==> config.mk <==
export PLATFORM = sky130hd
export DESIGN_NAME = tx_word_sequencer
export DESIGN_NICKNAME = d
export VERILOG_FILES = /design/src/rtl/tx_word_sequencer.sv
export SDC_FILE = /design/constraint.sdc
export NUM_CORES = 1
export LEC_CHECK = 0
export BUFFER_PORTS_ARGS = -buffer_cell sky130_fd_sc_hd__buf_2
export CAP_MARGIN = 20
export CORE_MARGIN = 8
export CORE_UTILIZATION = 52
export DETAILED_ROUTE_END_ITERATION = 10
export PLACE_DENSITY = 0.83
export SETUP_SLACK_MARGIN = 0.4
export SLEW_MARGIN = 20
export SYNTH_ARGS = -nofsm -noshare
export SYNTH_HDL_FRONTEND = slang
export SYNTH_SLANG_ARGS = --single-unit
==> constraint.sdc <==
create_clock -name clk -period 2.85 [get_ports clk]
set_clock_uncertainty 0.15 [all_clocks]
set_input_delay 0.57 -clock clk [delete_from_list [all_inputs] [get_ports clk]]
set_output_delay 0.57 -clock clk [all_outputs]
set_load 0.005 [all_outputs]
==> src/rtl/tx_word_sequencer.sv <==
// tx_word_sequencer: frames one 16-bit word per transfer onto a serial line.
// The word is latched onto the external 16:1 mux inputs. The mux select is
// stepped LSB first, and the mux output is framed with a start bit and a stop bit.
module tx_word_sequencer #(
  parameter int unsigned CLKS_PER_BIT = 4
) (
  input  logic        clk,
  input  logic        rst_n,
  input  logic [15:0] in_data,
  input  logic        in_valid,
  output logic        in_ready,
  input  logic        abort,
  output logic [15:0] word_q,
  output logic [3:0]  sel,
  input  logic        mux_in,
  output logic        tx_out,
  output logic        busy,
  output logic        done
);

  localparam int unsigned WORD_W = 16;
  localparam int unsigned SEL_W  = 4;
  localparam int unsigned BCNT_W = (CLKS_PER_BIT > 1) ? $clog2(CLKS_PER_BIT) : 1;

  localparam logic [BCNT_W-1:0] BCNT_MAX = BCNT_W'(CLKS_PER_BIT - 1);
  localparam logic [SEL_W-1:0]  SEL_LAST = SEL_W'(WORD_W - 1);

  typedef enum logic [1:0] {
    S_IDLE  = 2'd0,
    S_START = 2'd1,
    S_DATA  = 2'd2,
    S_STOP  = 2'd3
  } state_t;

  state_t              r_state;
  state_t              w_state_nxt;
  logic [BCNT_W-1:0]   r_bcnt;
  logic [BCNT_W-1:0]   w_bcnt_nxt;
  logic [SEL_W-1:0]    r_sel;
  logic [SEL_W-1:0]    w_sel_nxt;
  logic [WORD_W-1:0]   r_word;
  logic [WORD_W-1:0]   w_word_nxt;
  logic                r_done;
  logic                w_done_nxt;
  logic                w_handshake;
  logic                w_bit_end;

  assign w_handshake = in_valid && (r_state == S_IDLE);
  assign w_bit_end   = (r_bcnt == BCNT_MAX);

  // State, counters, latched word and completion pulse registers.
  always_ff @(posedge clk or negedge rst_n) begin
    if (!rst_n) begin
      r_state <= S_IDLE;
      r_bcnt  <= '0;
      r_sel   <= '0;
      r_word  <= '0;
      r_done  <= 1'b0;
    end else begin
      r_state <= w_state_nxt;
      r_bcnt  <= w_bcnt_nxt;
      r_sel   <= w_sel_nxt;
      r_word  <= w_word_nxt;
      r_done  <= w_done_nxt;
    end
  end

  // Next-state logic; abort in any busy state wins over bit-period progress.
  always_comb begin
    w_state_nxt = r_state;
    w_bcnt_nxt  = r_bcnt;
    w_sel_nxt   = r_sel;
    w_word_nxt  = r_word;
    w_done_nxt  = 1'b0;

    if ((r_state != S_IDLE) && abort) begin
      w_state_nxt = S_IDLE;
      w_bcnt_nxt  = '0;
      w_sel_nxt   = '0;
    end else begin
      case (r_state)
        S_IDLE: begin
          if (w_handshake) begin
            w_word_nxt  = in_data;
            w_sel_nxt   = '0;
            w_bcnt_nxt  = '0;
            w_state_nxt = S_START;
          end
        end
        S_START: begin
          if (w_bit_end) begin
            w_bcnt_nxt  = '0;
            w_state_nxt = S_DATA;
          end else begin
            w_bcnt_nxt = r_bcnt + BCNT_W'(1);
          end
        end
        S_DATA: begin
          if (w_bit_end) begin
            w_bcnt_nxt = '0;
            if (r_sel == SEL_LAST) begin
              w_state_nxt = S_STOP;
            end else begin
              w_sel_nxt = r_sel + SEL_W'(1);
            end
          end else begin
            w_bcnt_nxt = r_bcnt + BCNT_W'(1);
          end
        end
        S_STOP: begin
          if (w_bit_end) begin
            w_bcnt_nxt  = '0;
            w_state_nxt = S_IDLE;
            w_done_nxt  = 1'b1;
          end else begin
            w_bcnt_nxt = r_bcnt + BCNT_W'(1);
          end
        end
        default: begin
          w_state_nxt = S_IDLE;
        end
      endcase
    end
  end

  // Serial line: idle/stop high, start low, data straight from the mux.
  always_comb begin
    tx_out = 1'b1;
    case (r_state)
      S_START: tx_out = 1'b0;
      S_DATA:  tx_out = mux_in;
      default: tx_out = 1'b1;
    endcase
  end

  assign in_ready = (r_state == S_IDLE);
  assign busy     = (r_state != S_IDLE);
  assign done     = r_done;
  assign word_q   = r_word;
  assign sel      = r_sel;

endmodule

# After elaboration in Yosys (flattened, before gate mapping)
# Index checks and enable logic that the tools add are counted.
# Widths: inputs -> output; s select.
# totals
register_bits,25
latch_bits,0
ramBits,0
romBits,0
input_bits,21
output_inout_bits,24
wordCells,48
memories,0
# op_classes
add_sub_neg,2
mul,0
div,0
magnitude_cmp,0
eq_ne,11
shifts,0
n_mux,20
bitwise_logic,1
n_reduce_logical,9
# ops
op,count
$mux 2,9
$mux 4,4
$ne 3x3->1 const B,5
$pmux 2 s4,1
$pmux 4 s2,1
$eq 2x2->1 const B,3
$reduce_and 5->1,1
$add 4x1->4 const B,1
$eq 4x4->1 const B,1
$pmux 2 s2,1
$reduce_and 4->1,1
$mux 1,3
$ne 3x1->1 const B,1
$reduce_and 3->1,1
$reduce_bool 3->1,1
$reduce_or 3->1,1
$add 2x1->2 const B,1
$eq 2x1->1 const B,1
$logic_and 1x1->1,2
$logic_not 2->1,1
$pmux 1 s2,1
$reduce_bool 2->1,1
$not 1->1,1

# Depth between registers and ports, before layout
# Gate-level depths: netlist (run 1).
# logic_depth
ltp_word,5
depth_mapped,7

# Least setup slack after synthesis (run 1)
# Ideal clock, no wire load.
# synth_timing
path_kind,register to register
start,register r_state[0]
end,register r_sel[0] (netlist: sel[0])
arrival_time_ns,1.533
required_time_ns,2.575
setup_slack_ns,1.042
stages_incl_launch_ff,7
n_path_buf,0
synth_period_minus_slack_ns,1.808
path_cell_list,dfrtp_1 inv_1 ha_1 nor2b_2 a211o_1 nand2_2 mux2_4
# synth_between
elab_chain_len,4
# synth_lines
item,line_no,text
start: declaration,35,state_t r_state;
start signal: assignment,60,r_state <= w_state_nxt;
$logic_not 2->1 (*),n/a,
named net in_ready,11,"output logic in_ready,"
$logic_and 1x1->1,48,assign w_handshake = in_valid && (r_state == S_IDLE);
$ne 3x1->1 (no source line),n/a,
$reduce_and 4->1 (no source line),n/a,
end signal: assignment,62,r_sel <= w_sel_nxt;
end: declaration,39,logic [SEL_W-1:0] r_sel;
# The timed path passes the listed nets; every way through them passes the cells marked *.
# A chain may end at the register's enable or synchronous reset.

# Worst setup path after layout (run 1)
# layout_timing
start,register r_state[0]
end,output tx_out
# layout_between
elab_chain_len,2
# layout_lines
item,line_no,text
$eq 2x2->1 / $eq 2x1->1 (equally long branches),129,case (r_state)
$pmux 1 s2 (*),129,
end: declaration,16,"output logic tx_out,"
# Every way passes the cells marked *; elsewhere a longest branch is shown, timed or not.

==> results.sh, run 1 <==
export IMPL_cts_sinks=25
export IMPL_ant_nets=0
export IMPL_place_gp_congestion=0.8035
export IMPL_worst_ep_arrival_time_ns=1.55
export IMPL_grt_max_degree=26
export IMPL_synthArstFlopShare=1.000
export IMPL_clk_pin_slew_ns=0.12
export IMPL_clk_latency_ns=0.30
export IMPL_netlist_top_cells_area="dfrtp_1 (51%), mux2_2 (15%), ha_1 (7.1%), mux2_4 (2.4%), a22o_1 (2.1%)"
export IMPL_worst_setup_path_end_kind="output pin"
export IMPL_finalHoldWorstSlack_ns=0.07173
export IMPL_cts_setup_buffers=0
export IMPL_finalSetupTns_ns=0
export IMPL_synth_nets=124
export IMPL_synth_warnings=0
export IMPL_die_w_um=64.69
export IMPL_avgSynthCellArea_um2=12.84
export IMPL_antenna_cells=0
export IMPL_vias=887
export IMPL_layout_setup_ws_ns=0.5823
export IMPL_worstSetupPathType="reg2out"
export IMPL_synth_flop_cell="dfrtp_1"
export IMPL_ir_worst_vdd_uv=596.8
export IMPL_via_per_inst=5.218
export IMPL_relSlewSlack=0.6502
export IMPL_clockBufferDepth=2
export IMPL_drive_gt1_frac=0.5070
export IMPL_io_pins=45
export IMPL_p_leak_nw=0.7840
export IMPL_finalCritPeriodShare=0.7957
export IMPL_status="complete, no violations"
export IMPL_rows=17
export IMPL_path_max_fanout=11
export IMPL_drv_slew=0
export IMPL_hold_path_class="in2async"
export IMPL_synth_area_leader_cell="dfrtp_1"
export IMPL_post_dp_hpwl_mm=2.110
export IMPL_p_per_area_mw_per_mm2=984.4
export IMPL_synthDistinctLibCells=30
export IMPL_mostFrequentLayoutCells="buf_2 (44), dfrtp_1 (25), mux2_2 (16)"
export IMPL_worst_slew_pin_slew_ns=0.5247
export IMPL_ctsHtreeMaxLevel=1
export IMPL_ys_seq_area_frac=0.5076
export IMPL_start_kind="flip-flop"
export IMPL_cp_required_ns=2.13
export IMPL_synthToLayoutAreaGrowth_pct=21.52
export IMPL_drt_pass1_iter_count=4
export IMPL_wl_mm=2.559
export IMPL_cts_repair_resized=0
export IMPL_rsz0062_at_grt="no"
export IMPL_r2r_slack_ns=0.81
export IMPL_cts_tree="yes"
export IMPL_syn_inst=96
export IMPL_grt_overflow=0
export IMPL_holdBufCountCts=0
export IMPL_antenna_found_initial=0
export IMPL_layout_nets=171
export IMPL_grt_first_pass_wirelength_mm=4.181
export IMPL_ys_ff_latch=25
export IMPL_timing_fmax_mhz=441.0
export IMPL_cts_root_buf="clkbuf_4"
export IMPL_start_util=0.5518
export IMPL_synth_edff_count=0
export IMPL_cts_buffers=3
export IMPL_place_ws_ns=0.8302
export IMPL_port_buffers=44
export IMPL_layout_commonest_cell="buf_2"
export IMPL_first_global_vias=928
export IMPL_max_cap_violations=0
export IMPL_initialDrtViolationCount=29
export IMPL_setup_violations_final=0
export IMPL_final_hold_violation_count=0
export IMPL_core_area_mm2=0.002233
export IMPL_stdcell_count=170
export IMPL_dp_cells=166
export IMPL_min_period_ns=2.268
export IMPL_die_area_mm2=0.004184
export IMPL_drcViolationCount=0
export IMPL_syn_area_mm2=0.001232
export IMPL_wl_per_cell_um=15.05
export IMPL_grt_use_total=0.1242
export IMPL_die_y_um=64.69
export IMPL_synth_top_area_share=0.5076
[worst max-delay path: stages (launching register included)]
cell and delay, ns:
dfrtp_1 0.42, inv_1 0.13, ha_1 0.38, nand2_1 0.09, o21ai_0 0.09, buf_2 0.14
[cell families (layout without fill, tap and decap cells)]
kind of cell | after synthesis | after routing | synth area share
multiplexers | 20 | 20 | 0.1868
buffers and inverters | 6 | 52 | 0.02537
AO/OA/AOI/OAI | 13 | 13 | 0.08630
AND/OR/NAND/NOR | 25 | 25 | 0.1228
adder cells (fa/ha/maj) | 7 | 7 | 0.07106
flip-flops | 25 | 25 | 0.5076
[path summary, 6_finish.rpt]
kind | cells after the start | startpoint | end
min reg2reg | 1 | word_q[7]$_DFFE_PN0P_ | word_q[7]$_DFFE_PN0P_
min | 1 | rst_n | word_q[1]$_DFFE_PN0P_
max in group asynchronous | 1 | rst_n | r_bcnt[0]$_DFFE_PN0P_
min in group clk | 2 | in_data[8] | word_q[8]$_DFFE_PN0P_
max | 5 | r_state[0]$_DFFE_PN0P_ | tx_out
max reg2reg | 6 | r_state[0]$_DFFE_PN0P_ | sel[0]$_DFFE_PN0P_
[area by class of cell]
cell class	instances	area [um^2]
repair buffers	44	220.2
clock buffers	4	26.28
fillers	177	735.7
multi-input cells	65	575.6
well taps	28	35.03
inverters	4	15.01
flip-flops and latches	25	625.6
[Yosys cell counts (2+ instances only)]
master / count
and3_1: 2
mux2_2: 16
mux2_4: 2
mux2i_1: 2
o31ai_1: 2
nand2_1: 3
a21oi_1: 2
and2_1: 2
inv_1: 4
nand3_1: 5
ha_1: 7
dfrtp_1: 25
nand2_2: 3
a22o_1: 3
nor2_1: 3
[layer usage]
layer	vias to the layer above	share of wire	track usage
met5	-	0	0
met4	0	0.012	0.06812
met3	2	0.078	0.04467
met2	28	0.53	0.2224
met1	422	0.38	0.1219
li1	435	-	-
[report_power, final]
| part | switching [mW] | internal, mW |
|---|---|---|
| Combinational | 0.357 | 0.392 |
| Sequential | 0.0751 | 0.503 |
| Clock | 0.0932 | 0.0546 |
[per-stage QoR]
| stage | cell area, um^2 | total power [mW] | utilization |
|---|---|---|---|
| finish | 1498 | 1.474 | 0.6706 |
| global route | 1498 | 1.598 | 0.6706 |
| CTS | 1498 | 1.500 | 0.6706 |
| detailed placement | 1471 | 1.352 | 0.6588 |
| global placement | 1471 | 1.305 | 0.6588 |
| floorplan | 1232 | 1.089 | - |
[registers in the layout, summed over array words and instances (netlist names)]
| name | flops |
|---|---|
| done | 1 |
| word_q | 16 |
| r_state | 2 |
| sel | 4 |
| r_bcnt | 2 |
Note: power is estimated with default switching activity, not from simulation.
==> run 2: changes to the inputs <==
CORE_UTILIZATION = 48   (was 52)
PLACE_DENSITY = 0.78   (was 0.83)
clock period = 2.3 ns   (was 2.85 ns; I/O delays follow)
==> results.sh, run 2 (same netlist as run 1, synthesis figures left out) <==
export IMPL_clk_latency_ns=0.31
export IMPL_via_per_inst=5.268
export IMPL_layout_nets=178
export IMPL_power_switching_mw=0.7304
export IMPL_setup_worst_path_start="r_state[1]$_DFFE_PN0P_"
export IMPL_drt_pass1_iter_count=4
export IMPL_r2r_slack_ns=0.42
export IMPL_setup_violations_final=0
export IMPL_layout_commonest_cell="buf_2"
export IMPL_port_buffers=44
export IMPL_final_hold_violation_count=0
export IMPL_finalCritPeriodShare=0.8360
export IMPL_die_y_um=66.67
export IMPL_rsz0062_at_grt="yes"
export IMPL_rows=18
export IMPL_wl_mm=2.773
export IMPL_p_per_area_mw_per_mm2=1259
export IMPL_post_dp_hpwl_mm=2.048
export IMPL_mostFrequentLayoutCells="buf_2 (42), dfrtp_1 (25), mux2_2 (16)"
export IMPL_antenna_found_initial=0
export IMPL_finalSetupTns_ns=0
export IMPL_path_max_fanout=4
export IMPL_place_gp_congestion=0.7674
export IMPL_cts_buffers=3
export IMPL_worst_ep_arrival_time_ns=1.31
export IMPL_start_kind="flip-flop"
export IMPL_reg2reg_from="r_state[1]$_DFFE_PN0P_"
export IMPL_core_area_mm2=0.002455
export IMPL_p_seq_frac=0.356
export IMPL_clk_pin_slew_ns=0.12
export IMPL_clockBufferDepth=2
export IMPL_antenna_cells=0
export IMPL_drive_gt1_frac=0.5906
export IMPL_start_util=0.5020
export IMPL_grt_max_degree=26
export IMPL_nFillCells=200
export IMPL_relSlewSlack=0.6472
export IMPL_ant_nets=0
export IMPL_initialDrtViolationCount=27
export IMPL_p_comb_frac=0.554
export IMPL_drv_slew=0
export IMPL_min_period_ns=1.923
export IMPL_cp_required_ns=1.69
export IMPL_wl_per_cell_um=15.49
export IMPL_multi_input_area_um2=630.6
export IMPL_p_leak_nw=0.8182
export IMPL_finalHoldWorstSlack_ns=0.2219
export IMPL_ir_worst_vdd_uv=926.4
export IMPL_grt_use_total=0.1250
export IMPL_vias=943
export IMPL_io_pins=45
export IMPL_synthToLayoutAreaGrowth_pct=32.08
export IMPL_switching_share=0.3563
export IMPL_critPathCapture="tx_out"
export IMPL_cts_root_buf="clkbuf_4"
export IMPL_worst_setup_path_end_kind="output pin"
export IMPL_cts_tree="yes"
export IMPL_die_area_mm2=0.004445
export IMPL_intPower_mw=1.319
export IMPL_hold_path_class="in2reg"
export IMPL_die_w_um=66.67
export IMPL_max_cap_violations=0
export IMPL_worstSetupPathType="reg2out"
export IMPL_ctsHtreeMaxLevel=1
export IMPL_first_global_vias=1023
export IMPL_drcViolationCount=0
export IMPL_worst_r2r_endpoint="sel[0]$_DFFE_PN0P_"
export IMPL_seqCellArea_um2=625.6
export IMPL_p_clk_frac=0.090
export IMPL_cts_sinks=25
export IMPL_worst_slew_pin_slew_ns=0.5291
export IMPL_grt_first_pass_wirelength_mm=4.381
export IMPL_largest_reg_flops=16
export IMPL_grt_overflow=0
export IMPL_status="complete, no violations"
export IMPL_r2r_cells=6
export IMPL_timing_fmax_mhz=520.1
run 2: changes by cell type in the layout (fill, tap and decap cells not counted), sizes merged:
cell,delta
dlygate4sd3,+1
buf,+6
run 2: cell type report:
type,instances,area share
clock buffer,4,0.01614
inverter,4,0.01230
multi-input combinational,65,0.3874
timing repair buffer,51,0.1768
sequential,25,0.3843
tap,30,0.02306
run 2: worst min-delay path by stage:
stage / startpoint / endpoint / slack, ns / cells past startpoint
CTS: in_data[0] / word_q[0]$_DFFE_PN0P_ / 0.21 / 2
finish: in_data[0] / word_q[0]$_DFFE_PN0P_ / 0.22 / 2
global placement: rst_n / r_state[0]$_DFFE_PN0P_ / 0.32 / 1
floorplan: rst_n / done$_DFF_PN0_ / 0.01 / 0
global route: in_data[5] / word_q[5]$_DFFE_PN0P_ / 0.20 / 2
detailed placement: rst_n / r_state[0]$_DFFE_PN0P_ / 0.33 / 1
run 2: power groups by stage:
stage	clock network (mW)	registers (mW)	logic (mW)
3_3_place_gp	0	0.713	0.902
6_report	0.185	0.729	1.14
5_1_grt	0.218	0.750	1.24
2_1_floorplan	0	0.737	0.612
4_1_cts	0.196	0.726	0.978
3_5_place_dp	0	0.728	0.934
run 2: layer usage:
| layer | global-route usage | routed length, um | up-vias |
|---|---|---|---|
| met3 | 0.05705 | 221 | 4 |
| met2 | 0.2318 | 1524 | 31 |
| met5 | 0 | 0 | - |
| li1 | - | - | 446 |
| met1 | 0.1231 | 1006 | 462 |
| met4 | 0.02667 | 22 | 0 |
run 2: what timing repair did:
item	in CTS	in global routing
hold endpoints to repair	25	0
pin swaps	0	4
gates cloned	0	0
hold buffers	1	0
gates resized for setup	6	12
buffers inserted	2	4
setup endpoints to repair	6	6
run 2: critical path, cell delays in order, from the launching register on:
cell and delay [ns]:
dfrtp_1 0.46, inv_2 0.16, ha_2 0.21, o21ai_1 0.06
buf_2 0.12
run 2: stage by stage:
stage | worst slack (ns) | power (mW) | cell area, um^2 | cells | utilization
after detailed placement | 0.2609 | 1.662 | 1474 | 168 | 0.6004
after CTS | 0.3921 | 1.900 | 1543 | 175 | 0.6284
after global placement | 0.3551 | 1.615 | 1474 | 168 | 0.6004
after floorplan | 0.4921 | 1.349 | 1232 | 96 | -
final | 0.3772 | 2.050 | 1628 | 179 | 0.6631
after global routing | 0.3057 | 2.211 | 1628 | 179 | 0.6631
